`src/rtl/memory_stage_pkg.sv`:
```
// Shared CPU definitions for the memory stage: FSM encoding, branch-type
// indices and word-alignment helpers.
package cpu_pkg;

    typedef enum logic [1:0] {
        IDLE   = 2'd0,
        ACCESS = 2'd1,
        DONE   = 2'd2
    } mem_state_t;

    // Bit positions of the branch-type flags inside a packed flag vector
    localparam int unsigned BR_BEQ = 0;
    localparam int unsigned BR_BNE = 1;
    localparam int unsigned BR_BGT = 2;
    localparam int unsigned BR_NUM = 3;

    localparam logic [1:0] WORD_ALIGN_MASK = 2'b11;

    function automatic logic word_misaligned(input logic [1:0] addr_lo);
        return (addr_lo & WORD_ALIGN_MASK) != 2'b00;
    endfunction

endpackage

```
`src/rtl/memory_stage_if.sv`:
```
// Data-memory req/ack bus between the memory stage (master) and the memory (slave).
interface memory_stage_if #(
    parameter int unsigned ADDR_W = 32
);
    logic              dm_req;
    logic              dm_we;
    logic [ADDR_W-1:0] dm_addr;
    logic [31:0]       dm_wdata;
    logic [31:0]       dm_rdata;
    logic              dm_ack;

    modport master (
        output dm_req, dm_we, dm_addr, dm_wdata,
        input  dm_rdata, dm_ack
    );

    modport slave (
        input  dm_req, dm_we, dm_addr, dm_wdata,
        output dm_rdata, dm_ack
    );
endinterface

```
`src/rtl/memory_stage_branch.sv`:
```
// Combinational branch resolution; also used by the forwarding/hazard logic.
module branch_resolve
    import cpu_pkg::*;
(
    input  logic [BR_NUM-1:0] i_br_type,
    input  logic              i_zero,
    input  logic              i_sign,
    input  logic [31:0]       i_pc,
    input  logic [31:0]       i_offset,
    output logic              o_taken,
    output logic [31:0]       o_target
);
    // Word offset shifted to bytes; the top two offset bits fall off by design
    logic w_unused_offset_hi;

    assign w_unused_offset_hi = ^i_offset[31:30];

    assign o_taken  = (i_br_type[BR_BEQ] &  i_zero) |
                      (i_br_type[BR_BNE] & ~i_zero) |
                      (i_br_type[BR_BGT] &  i_sign);
    assign o_target = i_pc + {i_offset[29:0], 2'b00};
endmodule

```
`src/rtl/memory_stage.sv`:
```
// Fourth pipeline stage: data-memory access over a req/ack bus with timeout,
// branch resolution, and the MW pipeline register.
module memory_stage
    import cpu_pkg::*;
#(
    parameter int unsigned TIMEOUT = 16,
    parameter int unsigned ADDR_W  = 32
) (
    input  logic                  clk,
    input  logic                  rst,
    input  logic                  en,
    input  logic [31:0]           ALUout,
    input  logic [31:0]           XM_RT,
    input  logic [4:0]            XM_RD,
    input  logic                  XM_MemToReg,
    input  logic                  XM_MemWrite,
    input  logic [31:0]           DX_PC,
    input  logic [31:0]           DX_offset,
    input  logic                  zero,
    input  logic                  sign,
    input  logic                  DX_beq,
    input  logic                  DX_bne,
    input  logic                  DX_bgt,
    memory_stage_if.master        dm,
    output logic                  mem_stall,
    output logic                  branch_taken,
    output logic [31:0]           branch_target,
    output logic                  bus_error,
    output logic [31:0]           MW_ALUout,
    output logic [31:0]           MW_MemData,
    output logic [4:0]            MW_RD,
    output logic                  MW_MemToReg
);
    localparam logic [7:0] TO_LAST = 8'(TIMEOUT - 1);

    mem_state_t  r_state;
    mem_state_t  w_next;
    logic [7:0]  r_cnt;
    logic [31:0] r_rbuf;
    logic        r_err;
    logic        r_mis_err;

    logic        w_mem_op;
    logic        w_misaligned;
    logic        w_start;
    logic        w_ack;
    logic        w_timeout;
    logic        w_cap;
    logic [4:0]  w_cap_rd;
    logic [31:0] w_cap_data;

    assign w_mem_op     = XM_MemToReg | XM_MemWrite;
    assign w_misaligned = w_mem_op & word_misaligned(ALUout[1:0]);

    always_ff @(posedge clk or posedge rst) begin
        if (rst) r_state <= IDLE;
        else     r_state <= w_next;
    end

    always_comb begin
        w_next      = r_state;
        w_start     = 1'b0;
        w_ack       = 1'b0;
        w_timeout   = 1'b0;
        w_cap       = 1'b0;
        w_cap_rd    = XM_RD;
        w_cap_data  = '0;
        mem_stall   = 1'b0;
        dm.dm_req   = 1'b0;
        dm.dm_we    = 1'b0;
        dm.dm_addr  = '0;
        dm.dm_wdata = '0;
        case (r_state)
            IDLE: begin
                if (en) begin
                    if (w_mem_op & ~w_misaligned) begin
                        // IDLE is also the reset state, so the early stall is masked by rst
                        mem_stall = ~rst;
                        w_start   = 1'b1;
                        w_next    = ACCESS;
                    end else begin
                        w_cap = 1'b1;
                        if (w_misaligned) w_cap_rd = '0;
                    end
                end
            end
            ACCESS: begin
                dm.dm_req   = 1'b1;
                dm.dm_we    = XM_MemWrite;
                dm.dm_addr  = ADDR_W'(ALUout);
                dm.dm_wdata = XM_RT;
                mem_stall   = 1'b1;
                if (dm.dm_ack) begin
                    w_ack  = 1'b1;
                    w_next = DONE;
                end else if (r_cnt == TO_LAST) begin
                    w_timeout = 1'b1;
                    w_next    = DONE;
                end
            end
            DONE: begin
                if (en) begin
                    w_cap      = 1'b1;
                    w_cap_data = r_rbuf;
                    if (r_err) w_cap_rd = '0;
                    w_next     = IDLE;
                end
            end
            default: w_next = IDLE;
        endcase
    end

    always_ff @(posedge clk or posedge rst) begin
        if (rst) begin
            r_cnt       <= '0;
            r_rbuf      <= '0;
            r_err       <= 1'b0;
            r_mis_err   <= 1'b0;
            MW_ALUout   <= '0;
            MW_MemData  <= '0;
            MW_RD       <= '0;
            MW_MemToReg <= 1'b0;
        end else begin
            r_mis_err <= (r_state == IDLE) & en & w_misaligned;
            if (w_start) begin
                r_cnt <= '0;
                r_err <= 1'b0;
            end else if (r_state == ACCESS) begin
                r_cnt <= r_cnt + 8'd1;
            end
            if (w_ack) begin
                r_rbuf <= dm.dm_rdata;
            end else if (w_timeout) begin
                r_rbuf <= '0;
                r_err  <= 1'b1;
            end
            if (w_cap) begin
                MW_ALUout   <= ALUout;
                MW_MemData  <= w_cap_data;
                MW_RD       <= w_cap_rd;
                MW_MemToReg <= XM_MemToReg;
            end
        end
    end

    // Misalignment reports one cycle late; timeout reports while DONE retires
    assign bus_error = r_mis_err | ((r_state == DONE) & en & r_err);

    branch_resolve u_branch (
        .i_br_type (DX_bgt ? 3'b100 | {1'b0, DX_bne, DX_beq} : {1'b0, DX_bne, DX_beq}),
        .i_zero    (zero),
        .i_sign    (sign),
        .i_pc      (DX_PC),
        .i_offset  (DX_offset),
        .o_taken   (branch_taken),
        .o_target  (branch_target)
    );
endmodule

```
`src/flat_wrapper.sv`:
```
// flat-port wrapper written by rule: the top's interface ports become plain ports
module memory_stage_flat import cpu_pkg::*;
#(
    parameter int unsigned TIMEOUT = 16,
    parameter int unsigned ADDR_W  = 32
)
  (clk, rst, en, ALUout, XM_RT, XM_RD, XM_MemToReg, XM_MemWrite, DX_PC, DX_offset, zero, sign, DX_beq, DX_bne, DX_bgt, mem_stall, branch_taken, branch_target, bus_error, MW_ALUout, MW_MemData, MW_RD, MW_MemToReg, dm_dm_req, dm_dm_we, dm_dm_addr, dm_dm_wdata, dm_dm_rdata, dm_dm_ack);
  memory_stage_if #(.ADDR_W(ADDR_W)) dm_i ();
  input  logic clk;
  input  logic rst;
  input  logic en;
  input  logic [31:0] ALUout;
  input  logic [31:0] XM_RT;
  input  logic [4:0] XM_RD;
  input  logic XM_MemToReg;
  input  logic XM_MemWrite;
  input  logic [31:0] DX_PC;
  input  logic [31:0] DX_offset;
  input  logic zero;
  input  logic sign;
  input  logic DX_beq;
  input  logic DX_bne;
  input  logic DX_bgt;
  output logic mem_stall;
  output logic branch_taken;
  output logic [31:0] branch_target;
  output logic bus_error;
  output logic [31:0] MW_ALUout;
  output logic [31:0] MW_MemData;
  output logic [4:0] MW_RD;
  output logic MW_MemToReg;
  output wire logic [$bits(dm_i.dm_req)-1:0] dm_dm_req;
  output wire logic [$bits(dm_i.dm_we)-1:0] dm_dm_we;
  output wire logic [$bits(dm_i.dm_addr)-1:0] dm_dm_addr;
  output wire logic [$bits(dm_i.dm_wdata)-1:0] dm_dm_wdata;
  input wire logic [$bits(dm_i.dm_rdata)-1:0] dm_dm_rdata;
  input wire logic [$bits(dm_i.dm_ack)-1:0] dm_dm_ack;
  assign dm_dm_req = dm_i.dm_req;
  assign dm_dm_we = dm_i.dm_we;
  assign dm_dm_addr = dm_i.dm_addr;
  assign dm_dm_wdata = dm_i.dm_wdata;
  assign dm_i.dm_rdata = dm_dm_rdata;
  assign dm_i.dm_ack = dm_dm_ack;
  memory_stage #(.TIMEOUT(TIMEOUT), .ADDR_W(ADDR_W)) u_core (.clk(clk), .rst(rst), .en(en), .ALUout(ALUout), .XM_RT(XM_RT), .XM_RD(XM_RD), .XM_MemToReg(XM_MemToReg), .XM_MemWrite(XM_MemWrite), .DX_PC(DX_PC), .DX_offset(DX_offset), .zero(zero), .sign(sign), .DX_beq(DX_beq), .DX_bne(DX_bne), .DX_bgt(DX_bgt), .dm(dm_i), .mem_stall(mem_stall), .branch_taken(branch_taken), .branch_target(branch_target), .bus_error(bus_error), .MW_ALUout(MW_ALUout), .MW_MemData(MW_MemData), .MW_RD(MW_RD), .MW_MemToReg(MW_MemToReg));
endmodule
```
`config.mk`:
```
export PLATFORM = sky130hd
export DESIGN_NAME = memory_stage_flat
export DESIGN_NICKNAME = d
export VERILOG_FILES = /design/src/rtl/memory_stage_pkg.sv /design/src/rtl/memory_stage_if.sv /design/src/rtl/memory_stage_branch.sv /design/src/rtl/memory_stage.sv /design/src/flat_wrapper.sv
export SDC_FILE = /design/constraint.sdc
export NUM_CORES = 1
export LEC_CHECK = 0
export BUFFER_PORTS_ARGS = -buffer_cell sky130_fd_sc_hd__clkbuf_2
export CAP_MARGIN = 20
export CORE_AREA = 2 2 133 135
export DETAILED_ROUTE_END_ITERATION = 8
export DIE_AREA = 0 0 135 137
export PLACE_DENSITY = 0.67
export SETUP_SLACK_MARGIN = 0.05
export SLEW_MARGIN = 40
export SYNTH_ARGS = -nofsm -noshare
export SYNTH_HDL_FRONTEND = slang
export SYNTH_SLANG_ARGS = --single-unit
```
`constraint.sdc`:
```
create_clock -name clk -period 4.1 [get_ports clk]
set_input_delay 0.41 -clock clk [delete_from_list [all_inputs] [get_ports clk]]
set_output_delay 0.41 -clock clk [all_outputs]
set_load 0.03 [all_outputs]
```
==> run metrics <==
Slew Limit Fails=0; count of flip-flops with a built-in enable after synthesis=0; Switching Power=0.001509 W; Iteration-0 DRC Markers=290; number of setup violations in the final report=0; vias in the first global route=5796; final core utilization=52.19%; post-synthesis cell area=6465 sq um; largest fanout on the critical path=4; Ports=347; Clock Skews=0.006920 ns; number of nets produced by synthesis=831; core outline area=17060 sq um; number of antenna repair diodes=0; per-cell routed wire length=15.59 um; signed area change from the synthesized netlist to the final layout=37.70%; worst slew margin relative to its limit=53.74%; number of max-cap violations=0; row cnt=48; antenna violations before repair=0; actual slew at the worst max-slew pin=0.6931 ns; sequential power share=35.3%; outcome=finished, final reports clean; hold buffers post-CTS=0; most common flop cell mapped by yosys=dfrtp_1; worst vdd ir=0.0003055 V; clock latency at the later pin of the worst-skew pair=0.41 ns; leak pwr=4.734 nW; # resized after CTS=0; clock buffers created by TritonCTS=17; min cycle time layout=3.211 ns; Hold Worst Slack=0.2201 ns; H-tree lvl count=4; crit path DAT=2.80 ns; Avg Synthesized Cell Area=10.36 sq um; total power per unit cell area=479.8 nW/um^2; Final Wtd Congestion=0.8846; Worst Setup Slack, final=0.8890 ns; DRT Wirelength=18550 um; kind of capture point of the worst setup path=primary output; detail-routed via count per cell=5.076; starting density of the core=37.90%; gr ovfl total=0; fmax=311.4 MHz; non-filler cells, final=1190; Die X-Extent=135 um; post-synthesis instance total=624; clock slew seen by the registers of the worst setup and hold paths=0.05 ns; Vias=6041; DP Wirelength=14310 um; clock network fraction of design power=32.3%; Post-DRT Antenna Nets=0; count of buffers from port buffering=340; number of hold violations in the final report=0; yosys warns=0; number of register bits inferred by synthesis=114; most common library cell in the layout ignoring fill and taps=clkbuf_2; Post-CTS Setup Repair Bufs=0; portion of the post-synthesis area used by sequential elements=44.13%; internal power summed over all cells=0.002762 W; highest-count cells in the layout ignoring fill and taps=clkbuf_2 (340), dfrtp_1 (114), and2_1 (71); count of unique library cells instantiated by Yosys=66; Async SR Flop Fraction=100.0%; Setup Slack @ Placement=0.9522 ns; maximum number of pins on one net before global-route repair=73; Max Buffers Root-to-Sink=2; Data required, critical path=3.69 ns; Sw Share=35.33%; TNS Setup=0 ns; die area=18500 sq um; total global-route track usage=19.46%; share of the cycle needed by the critical path after routing=78.32%; buffer type at the clock tree root=clkbuf_16; startpoint kind of the worst setup timing path=input port; detailed-route DRC error count=0; combinational share of power=32.5%; Filler Cells Inserted=1616; layout net count=1160; type of the worst setup path=input port to primary output; ratio of cells with drive above 1 in the final layout=44.04%; Num Clock Sinks=114; unrepaired setup endpoints after global routing=false; global-route wire length before repair=28460 um; clock tree from TritonCTS=built; number of iterations in the first detailed-routing pass=4; vertical extent of the die=137 um; count of cells along the worst register-to-register path=5; class of the most critical hold timing path=input port to async pin; placed insts=1159
## Yosys cell counts (4+ instances only)
| master | instances | area share, % |
|---|---|---|
| xor2_1 | 16 | 2.2 |
| clkbuf_1 | 21 | 1.2 |
| a211oi_1 | 5 | 0.58 |
| and2_1 | 70 | 6.8 |
| xnor2_1 | 12 | 1.6 |
| o2111ai_1 | 4 | 0.54 |
| a31oi_1 | 7 | 0.68 |
| and3_1 | 4 | 0.39 |
| ha_1 | 30 | 5.8 |
| mux2_2 | 31 | 5.4 |
| o21ai_0 | 20 | 1.5 |
| nor2_1 | 21 | 1.2 |
| nand2_1 | 46 | 2.7 |
| inv_1 | 10 | 0.58 |
| nand2b_1 | 6 | 0.58 |
| a21oi_1 | 25 | 1.9 |
| nand4_1 | 7 | 0.68 |
| dfrtp_1 | 114 | 44 |
| a21o_1 | 13 | 1.5 |
| o211ai_1 | 4 | 0.46 |
| nor3_1 | 6 | 0.46 |
| nand3_1 | 12 | 0.93 |
| buf_2 | 12 | 0.93 |
| a22o_1 | 69 | 9.3 |
## path summary, 6_finish.rpt
kind / from / end / slack [ns]
setup / recovery: DX_PC[2] / branch_target[28] / 0.89
hold / removal: rst / u_core.MW_MemData[5] / 0.22
setup reg to reg: u_core.r_state[1] / u_core.r_rbuf[14] / 1.62
hold reg to reg: u_core.r_rbuf[11] / u_core.MW_MemData[11] / 0.49
max in group asynchronous: rst / u_core.MW_RD[1] / 3.44
min in group clk: dm_dm_rdata[26] / u_core.r_rbuf[26] / 0.23
## metrics by stage
step / area [sq um] / total power (W)
after CTS: 8897 / 0.004309
after global routing: 8902 / 0.004500
after global placement: 8347 / 0.002883
final: 8902 / 0.004271
after floorplan: 6469 / 0.002473
after detailed placement: 8347 / 0.002910
## kinds of logic (layout without fill, tap and decap cells)
group	count (synthesis)	count (layout)	share of synthesized area, %
and+or+nand+nor	194	194	16.39
AOI/OAI and AO/OA	177	177	20.82
xor gates and xnor gates	28	28	3.793
buffers and inverters	48	389	3.174
adders and majority gates	31	31	6.116
muxes	32	32	5.574
DFF	114	114	44.13
## sequential cells by signal, indices dropped and copies added (netlist names)
register,cells
u_core.MW_ALUout,32
u_core.MW_MemData,32
u_core.MW_MemToReg,1
u_core.MW_RD,5
u_core.r_cnt,8
u_core.r_err,1
u_core.r_mis_err,1
u_core.r_rbuf,32
u_core.r_state,2
## metal layers
layer  wire length [um]  vias to the layer above  global-route usage, %  share of wire (%)
met5                  0                        -                      0                  0
met4                297                        0                  5.613                1.6
met3               1307                       23                  5.889                7.0
met2               9211                      230                  32.57                 50
met1               7737                     2843                  24.39                 42
li1                   -                     2945                      -                  -
## power by group through the flow
stage	combinational, W	clock [W]	sequential [W]
after global placement	0.00138	0	0.00151
final	0.00139	0.00138	0.00151
after CTS	0.00140	0.00141	0.00150
after global routing	0.00149	0.00147	0.00154
after floorplan	0.000788	0	0.00168
after detailed placement	0.00139	0	0.00152
## final cells by class
class | count | area [sq um] | share of cell area [%]
tap | 225 | 281.5 | 3.162
multi-input combinational | 462 | 3413 | 38.34
clock buffer | 20 | 436.7 | 4.905
sequential | 114 | 2853 | 32.05
timing repair buffer | 347 | 1758 | 19.75
clock inverter | 11 | 113.9 | 1.279
inverter | 11 | 46.29 | 0.5200
## critical path: stages
cell	delay, ns
clkbuf_2	0.08
ha_1	0.21
fa_1	0.43
a211oi_1	0.30
o2111ai_1	0.25
a21o_1	0.23
a21oi_1	0.34
o311ai_1	0.13
and3_1	0.23
clkbuf_2	0.18
No activity file was read; power rests on OpenSTA's default activity.
